`src/rtl/ex_dmem_req.sv`:
```
// ex_dmem_req: EX-side data-memory request unit.
// Turns an EX-stage load/store into a req/addr_ok/data_ok transaction on a
// variable-latency data SRAM. It generates the MEM byte-lane select and
// holds the returned read data while the pipeline is stalled.
//
// Optional feature: define DMEM_ALIGN_CHK_EN to reject misaligned half/word
// accesses with an adexc pulse instead of issuing them.
//
// Ports:
//   clk, rst              clock, asynchronous active-high reset
//   stall[5:0]            pipeline stall vector (stall[3] holds EX)
//   mem_en/we/size/addr/wdata   EX-stage access description
//   data_sram_*           SRAM request (out) and handshake/response (in)
//   data_ram_sel          byte-lane select for MEM load extraction
//   rdata_hold            captured read data for MEM
//   stallreq              combinational pipeline hold while the access is in flight
//   err                   one-cycle watchdog-timeout pulse
//   adexc                 misaligned-address flag (combinational, IDLE cycle)
module ex_dmem_req #(
   parameter int unsigned MAX_WAIT = 255
) (
   input  logic        clk,
   input  logic        rst,
   input  logic [5:0]  stall,
   input  logic        mem_en,
   input  logic        mem_we,
   input  logic [1:0]  mem_size,
   input  logic [31:0] mem_addr,
   input  logic [31:0] mem_wdata,
   output logic        data_sram_req,
   output logic        data_sram_wr,
   output logic [3:0]  data_sram_wen,
   output logic [31:0] data_sram_addr,
   output logic [31:0] data_sram_wdata,
   input  logic        data_sram_addr_ok,
   input  logic        data_sram_data_ok,
   input  logic [31:0] data_sram_rdata,
   output logic [3:0]  data_ram_sel,
   output logic [31:0] rdata_hold,
   output logic        stallreq,
   output logic        err,
   output logic        adexc
);

   localparam int unsigned CW = $clog2(MAX_WAIT + 1);

   typedef enum logic [1:0] {
      IDLE = 2'd0,
      REQ  = 2'd1,
      WAIT = 2'd2,
      DONE = 2'd3
   } state_t;

   state_t        state;
   logic [CW-1:0] cnt;
   logic          we_q;

   logic [3:0]    sel_c;
   logic [31:0]   wdata_c;
   logic          misalign_c;
   logic          issue_c;
   logic          timeout_c;

   // Only stall[3] concerns this stage.
   logic unused_stall;
   assign unused_stall = &{1'b0, stall[5:4], stall[2:0]};

   // Byte-lane select and lane-replicated store data for the EX access.
   always_comb begin
      sel_c   = 4'b1111;
      wdata_c = mem_wdata;
      case (mem_size)
         2'b00: begin
            sel_c   = 4'b0001 << mem_addr[1:0];
            wdata_c = {4{mem_wdata[7:0]}};
         end
         2'b01: begin
            sel_c   = mem_addr[1] ? 4'b1100 : 4'b0011;
            wdata_c = {2{mem_wdata[15:0]}};
         end
         default: begin
            sel_c   = 4'b1111;
            wdata_c = mem_wdata;
         end
      endcase
   end

`ifdef DMEM_ALIGN_CHK_EN
   assign misalign_c = ((mem_size == 2'b01) & mem_addr[0]) |
                       (mem_size[1] & (|mem_addr[1:0]));
   assign adexc      = (state == IDLE) & mem_en & misalign_c;
`else
   assign misalign_c = 1'b0;
   assign adexc      = 1'b0;
`endif

   assign issue_c   = (state == IDLE) & mem_en & ~misalign_c;
   assign timeout_c = (cnt == CW'(MAX_WAIT - 1));
   assign stallreq  = issue_c | (state == REQ) | (state == WAIT);

   // Access FSM with registered SRAM request, lane select and read-data hold.
   always_ff @(posedge clk or posedge rst) begin
      if (rst) begin
         state           <= IDLE;
         cnt             <= '0;
         we_q            <= 1'b0;
         data_sram_req   <= 1'b0;
         data_sram_wr    <= 1'b0;
         data_sram_wen   <= 4'b0000;
         data_sram_addr  <= 32'h0;
         data_sram_wdata <= 32'h0;
         data_ram_sel    <= 4'b0000;
         rdata_hold      <= 32'h0;
         err             <= 1'b0;
      end else begin
         err <= 1'b0;
         case (state)
            IDLE: begin
               if (issue_c) begin
                  cnt             <= '0;
                  we_q            <= mem_we;
                  data_sram_req   <= 1'b1;
                  data_sram_wr    <= mem_we;
                  data_sram_wen   <= mem_we ? sel_c : 4'b0000;
                  data_sram_addr  <= mem_addr;
                  data_sram_wdata <= wdata_c;
                  data_ram_sel    <= sel_c;
                  state           <= REQ;
               end
            end
            REQ: begin
               cnt <= cnt + CW'(1);
               if (data_sram_addr_ok & data_sram_data_ok) begin
                  data_sram_req <= 1'b0;
                  data_sram_wr  <= 1'b0;
                  data_sram_wen <= 4'b0000;
                  if (!we_q) rdata_hold <= data_sram_rdata;
                  state <= DONE;
               end else if (timeout_c) begin
                  // Watchdog abort: withdraw the request and hand MEM zeros.
                  err           <= 1'b1;
                  rdata_hold    <= 32'h0;
                  data_sram_req <= 1'b0;
                  data_sram_wr  <= 1'b0;
                  data_sram_wen <= 4'b0000;
                  state         <= DONE;
               end else if (data_sram_addr_ok) begin
                  data_sram_req <= 1'b0;
                  data_sram_wr  <= 1'b0;
                  data_sram_wen <= 4'b0000;
                  state         <= WAIT;
               end
            end
            WAIT: begin
               cnt <= cnt + CW'(1);
               if (data_sram_data_ok) begin
                  if (!we_q) rdata_hold <= data_sram_rdata;
                  state <= DONE;
               end else if (timeout_c) begin
                  err        <= 1'b1;
                  rdata_hold <= 32'h0;
                  state      <= DONE;
               end
            end
            DONE: begin
               // Another stage may still hold EX; keep results until released.
               if (!stall[3]) state <= IDLE;
            end
            default: state <= IDLE;
         endcase
      end
   end

endmodule

```
`config.mk`:
```
export PLATFORM = sky130hd
export DESIGN_NAME = ex_dmem_req
export DESIGN_NICKNAME = d
export VERILOG_FILES = /design/src/rtl/ex_dmem_req.sv
export SDC_FILE = /design/constraint.sdc
export NUM_CORES = 1
export LEC_CHECK = 0
export CAP_MARGIN = 0
export CORE_ASPECT_RATIO = 2
export CORE_UTILIZATION = 42
export DETAILED_ROUTE_END_ITERATION = 10
export PLACE_DENSITY = 0.8
export SLEW_MARGIN = 20
export SYNTH_ARGS = -nofsm -noshare
export SYNTH_HDL_FRONTEND = slang
export SYNTH_SLANG_ARGS = --single-unit
```
`constraint.sdc`:
```
create_clock -name clk -period 5.6 [get_ports clk]
set_input_delay 1.4 -clock clk [delete_from_list [all_inputs] [get_ports clk]]
set_output_delay 1.4 -clock clk [all_outputs]
set_load 0.02 [all_outputs]
```
==> results.cfg, run 1 <==
[clock_tree]
cts-root-buf = clkbuf_16
cts_resized = 0
post_cts_buffers = 0
cts.hold.buffers_added = 0
cts.htree.levels = 4
cts_buffer_depth = 2
tritoncts = yes
clkLatencyLatePin_ns = 0.40
clkTransAtPathRegs_ns = 0.05
cts_buffers = 17
clock-sinks = 118

[finish]
synthToLayoutAreaGrowth_pct = 56.6
drive_gt1_share_pct = 14.3
fillers = 929
fin_cells = 776
diodes = 0
layout.nets = 735
fin_area_mm2 = 0.00781

[worst_setup_path]
cp_data_required_time_ns = 4.20
rr_worst_depth = 5
worstSetupStartpointType = input port
crit_type = input port to output port
crit_slowest_cell = clkdlybuf4s50_1
cp-end-kind = output port
path_buf_inv = 2
crit_top_cell = clkdlybuf4s50_1
crit_family = buffers and inverters
critPathArrivalTime_ns = 2.73
timing.rr.start = state[1]$_DFFE_PP0P_
cpPeakStageDelay_ns = 0.62
worst-r2r-setup-slack_ns = 3.32
crit_chain = clkdlybuf4s50_1, nand2_4, nand2_1, clkdlybuf4s50_1
worstReg2RegEnd = data_sram_wdata[1]$_DFFE_PP0P_
path_max_fanout = 4

[grt]
antenna_found_initial = 0
grt_max_degree = 100
grt.overflow.total = 0
grt_util_all_layers_pct = 22.8
grt_pass1_vias = 4341
grt_pass1_wl_um = 21300

[synthesis]
syn_nets = 522
synth_top_family_by_area = multiplexers
synthTopCellsByArea = dfrtp_1 59%, mux2_2 9.9%, a22o_1 5.8%, mux2i_1 5.6%, o21ai_0 3.4%
synth_edf_count = 0
synth_compound_area_share_pct = 12.5
synth_top_area_share_pct = 59.2
synth_area_per_cell_um2 = 12.3
synth_most_common_cell = dfrtp_1
syn_inst = 406
synthAdderAreaFrac_pct = 1.50
synth-simple-area-share_pct = 7.52
synthMuxAreaShare_pct = 15.8
synth-seq-area-share_pct = 59.2
async_reset_ff_share_pct = 100
yosysWarnings = 0
ys_types = 40
syn-cell-area_mm2 = 0.00499
yosys-top-cells-count = 118 x dfrtp_1, 44 x mux2_2, 42 x nand2_1
synth_xor_area_share_pct = 0.351
yosys.area.top_type = dfrtp_1
ys.flop_type = dfrtp_1
ys_ff_latch = 118

[timing]
setup_viol = 0
setup_tns_ns = 0
rsz0062_at_grt = false
slew_headroom_pct = 31.8
skew_ns = 0.00832
post-route-min-period_ns = 4.13
max_freq_mhz = 242
hold_violations = 0
slew_viol_final = 0
worst_slew_pin_slew_ns = 1.02
fin_crit_sh_pct = 73.7

[placed_design]
port_buffers = 212
place_inst = 745
place_area_mm2 = 0.00723
hpwl_um = 9650
gp_congestion = 0.777

[min_path]
holdPathEnd = data_sram_wdata[24]$_DFFE_PP0P_
hp-start = data_sram_wdata[24]$_DFFE_PP0P_
hold_path_class = register to register
worstHoldPathCells = 2

[route]
drc = 0
wl_per_cell_um = 17.3
wirelength_um = 13400
first_pass_iters = 4
num_vias = 4026
drtIter0Drc = 175
via_per_inst = 5.19
drtAntennaViolNets = 0

[flow_run]
maxCapViolations = 0

[floorplan]
start_util_pct = 42.9
rows = 56
die-area_mm2 = 0.0123
die_h_um = 156
die_w_um = 79.1
pin_count = 219
core_mm2 = 0.0116

[power_and_ir_drop]
power_density_mw_per_mm2 = 603
power_uw = 4710
p_leak_uw = 0.00346
vdd_drop_max_mv = 0.302

[outcome]
status = finished clean
==> cell usage in the layout, fill, tap and decap left out, types with 2 or more instances in the layout <==
master	n
clkdlybuf4s50_1	212
dfrtp_1	118
mux2_2	44
nand2_1	41
o21ai_0	34
a22o_1	33
mux2i_1	28
nor2_1	20
clkbuf_16	17
a21oi_1	13
inv_1	7
ha_1	6
buf_4	5
nand2b_1	4
nor3_1	4
clkinvlp_4	4
nand3_1	3
xnor2_1	2
inv_6	2
clkbuf_8	2
clkinv_2	2
bufinv_16	2
clkinv_4	2
==> state kept, by name, summed over array words and instances (netlist names) <==
register,count
cnt,8
data_ram_sel,4
data_sram_addr,32
data_sram_req,1
data_sram_wdata,32
data_sram_wen,4
data_sram_wr,1
err,1
rdata_hold,32
state,2
we_q,1
==> final cells by class <==
class,instances,area (um^2),share of cell area (%)
Sequential cell,118,2950,37.8
Timing Repair Buffer,217,2160,27.6
Multi-Input combinational cell,257,1900,24.3
Clock buffer,20,457,5.84
Tap cell,145,181,2.32
Clock inverter,11,126,1.62
Inverter,8,35.0,0.448
==> worst reg2reg max path, cell delays in order, from the launching register on <==
cell and delay, ns:
dfrtp_1 0.41, inv_1 0.10, ha_1 0.31, nand2_4 0.10
buf_4 0.77, mux2_2 0.48
==> metrics by stage <==
step | setup WS (ns) | hold slack (ns) | utilization (%)
2_1_floorplan | 1.07 | 0.501 | -
3_5_place_dp | 1.48 | 0.469 | 62.1
6_report | 1.47 | 0.477 | 67.2
5_1_grt | 1.41 | 0.510 | 67.2
4_1_cts | 1.47 | 0.481 | 67.2
3_3_place_gp | 1.48 | 0.462 | 62.1
==> power by group <==
part / switching [uW] / internal (uW) / total (uW)
registers: 233 / 1250 / 1490
clock network: 380 / 676 / 1060
logic: 1080 / 1090 / 2170
==> routing by layer <==
metal	part of all wire (%)	up-vias	track usage (%)
met1	34	1963	23.4
met4	3.1	0	10.0
li1	-	1872	-
met5	0	-	0
met3	5.8	33	6.26
met2	57	158	41.9
==> worst max-delay path by stage <==
| stage | start | end | slack, ns | cells past startpoint |
|---|---|---|---|---|
| floorplan | rst | cnt[0]$_DFFE_PP0P_ | 1.07 | 1 |
| global placement | mem_en | stallreq | 1.48 | 4 |
| detailed placement | mem_en | stallreq | 1.48 | 4 |
| CTS | mem_en | stallreq | 1.47 | 4 |
| global route | mem_en | stallreq | 1.41 | 4 |
| finish | mem_en | stallreq | 1.47 | 4 |
==> cells by family (layout without fill, tap and decap cells) <==
group / after synthesis / after routing
AOI/OAI and AO/OA: 91 / 91
xor gates and xnor gates: 2 / 2
other: 1 / 1
and+or+nand+nor: 84 / 84
adders and majority gates: 6 / 6
DFF: 118 / 118
muxes: 73 / 73
buffers and inverters: 31 / 256
Power figures use the tool's default switching activity.
==> run 2, diff against run 1 <==
--- a/config.mk
+++ b/config.mk
@@ -7,9 +7,9 @@
 export LEC_CHECK = 0
 export CAP_MARGIN = 0
 export CORE_ASPECT_RATIO = 2
-export CORE_UTILIZATION = 42
+export CORE_UTILIZATION = 38
 export DETAILED_ROUTE_END_ITERATION = 10
-export PLACE_DENSITY = 0.8
+export PLACE_DENSITY = 0.76
 export SLEW_MARGIN = 20
 export SYNTH_ARGS = -nofsm -noshare
 export SYNTH_HDL_FRONTEND = slang
==> constraint.sdc (replaced) <==
create_clock -name clk -period 3.4 [get_ports clk]
set_input_delay 0.85 -clock clk [delete_from_list [all_inputs] [get_ports clk]]
set_output_delay 0.85 -clock clk [all_outputs]
set_load 0.02 [all_outputs]
==> run 2 against run 1 <==
  * Via count is 1.9% lower
  * Flip-flop and latch count stayed put
  * Non-clock buffer count is 2 higher
  * Critical path depth stayed put
  * Global-route usage is 1.9 points lower
  * Utilization is 5.2 points lower
  * Hold slack worse by 0.00072 ns
  * Clock skew is 0.0021 ns higher
  * Power is 66% higher
  * Count of clock-buffer cells in the layout is 3 lower
  * Clock power is 71% higher
  * Cell area is 0.69% higher
  * Critical path type unchanged
  * Critical endpoint unchanged
==> results.cfg, run 2 (same netlist as run 1, synthesis figures left out) <==
[route]
wirelength_um = 13600
wl_per_cell_um = 17.4
drtAntennaViolNets = 0
drtIter0Drc = 122
first_pass_iters = 4
via_per_inst = 5.04
drc = 0
num_vias = 3950

[timing]
fin_crit_sh_pct = 88.5
setup_tns_ns = 0
rsz0062_at_grt = false
whs_ns = 0.476
slew_headroom_pct = 32.8
slew_viol_final = 0
skew_ns = 0.0105
setup_viol = 0
post-route-min-period_ns = 3.01
hold_violations = 0
max_freq_mhz = 332
worst_slew_pin_slew_ns = 1.01

[floorplan]
start_util_pct = 39.3
die_h_um = 164
core_mm2 = 0.0127
rows = 58
pin_count = 219
die_w_um = 83.0
die-area_mm2 = 0.0136

[placed_design]
hpwl_um = 10100
place_area_mm2 = 0.00726
port_buffers = 212
place_inst = 752
gp_congestion = 0.749

[worst_setup_path]
path_max_fanout = 4
crit_family = buffers and inverters
crit_type = input port to output port
cpPeakStageDelay_ns = 0.62
critPathArrivalTime_ns = 2.16
crit_top_cell = clkdlybuf4s50_1
worstSetupStartpointType = input port
cp-end-kind = output port
crit_chain = clkdlybuf4s50_1, nand2_4, nand2_1, clkdlybuf4s50_1
crit_slowest_cell = clkdlybuf4s50_1
path_buf_inv = 2
cp_data_required_time_ns = 2.55

[clock_tree]
clkTransAtPathRegs_ns = 0.06
cts-root-buf = clkbuf_16
clock-sinks = 118
cts_resized = 0
cts.htree.levels = 4
cts_buffer_depth = 2
cts_buffers = 17
tritoncts = yes
clkLatencyLatePin_ns = 0.41
cts.hold.buffers_added = 0
post_cts_buffers = 0

[grt]
grt_max_degree = 119
met3_usage_pct = 5.53
grt_pass1_wl_um = 22000
grt_util_met1_pct = 22.7
grt_pass1_vias = 4276
grt_use_met2_pct = 36.3
grt_util_all_layers_pct = 20.9
grt.overflow.total = 0
grt.busiest_layer = met2
antenna_found_initial = 1

[finish]
fin_cells = 784
synthToLayoutAreaGrowth_pct = 57.6
final_cell_mix = 212 x clkdlybuf4s50_1, 118 x dfrtp_1, 44 x mux2_2
final_common_cell = clkdlybuf4s50_1
fin_area_mm2 = 0.00787
top_regs = data_sram_addr (32), data_sram_wdata (32), rdata_hold (32)
fillers = 1005
layout.nets = 737
fin_util_pct = 62.0
drive_gt1_share_pct = 14.7

[min_path]
hold_path_class = register to register

[outcome]
status = finished clean

[power_and_ir_drop]
vdd_drop_max_mv = 0.593
p_leak_uw = 0.00349
power_density_mw_per_mm2 = 996

[flow_run]
maxCapViolations = 0
## run 2: changes by cell type in the layout (fill, tap and decap cells not counted), sizes merged
cell and delta:
inv +2, bufinv +1, clkinv +1, buf +2, clkinvlp -1, diode +1
clkbuf -3
## run 2: path summary, 6_finish.rpt
check                                                      from                              end  slack (ns)  cells past startpoint
min in group asynchronous                                   rst       rdata_hold[31]$_DFFE_PP0P_        0.99                      3
worst max-delay path                                     mem_en                         stallreq        0.39                      4
max in group asynchronous                                   rst  data_sram_wdata[24]$_DFFE_PP0P_        1.96                      3
worst max register to register             state[1]$_DFFE_PP0P_   data_sram_addr[12]$_DFFE_PP0P_        1.11                      5
worst min register to register  data_sram_wdata[14]$_DFFE_PP0P_  data_sram_wdata[14]$_DFFE_PP0P_        0.48                      2
worst min-delay path            data_sram_wdata[14]$_DFFE_PP0P_  data_sram_wdata[14]$_DFFE_PP0P_        0.48                      2
## run 2: layer usage
metal / vias to the layer above / share of wire (%)
met2: 167 / 54
met1: 1879 / 36
met3: 37 / 6.0
met4: 0 / 4.2
li1: 1867 / -
met5: - / 0
## run 2: worst register-to-register path, stage by stage, from the launching register on
cell and delay [ns]:
dfrtp_1 0.42, inv_1 0.09, ha_1 0.31, nand2_4 0.10, buf_4 0.72, mux2_2 0.52
## run 2: cell type report
class	instances	area, um^2	area share (%)
Sequential cell	118	2950	37.5
Clock buffer	17	425	5.41
Timing Repair Buffer	219	2190	27.8
Inverter	8	33.8	0.429
Antenna cell	1	2.50	0.0318
Clock inverter	14	176	2.24
Multi-Input combinational cell	257	1900	24.2
Tap cell	150	188	2.39
## run 2: where the power goes
| part | switching [uW] | total [uW] | internal, uW |
|---|---|---|---|
| sequential | 373 | 2440 | 2060 |
| combinational | 1790 | 3590 | 1800 |
| clock | 653 | 1810 | 1160 |
| total | 2810 | 7830 | 5020 |
## run 2: stage by stage
stage	power, uW	worst slack (ns)
2_1_floorplan	4360	1.06
3_3_place_gp	5950	0.407
3_5_place_dp	6070	0.389
4_1_cts	7920	0.381
5_1_grt	8260	0.340
6_report	7830	0.390
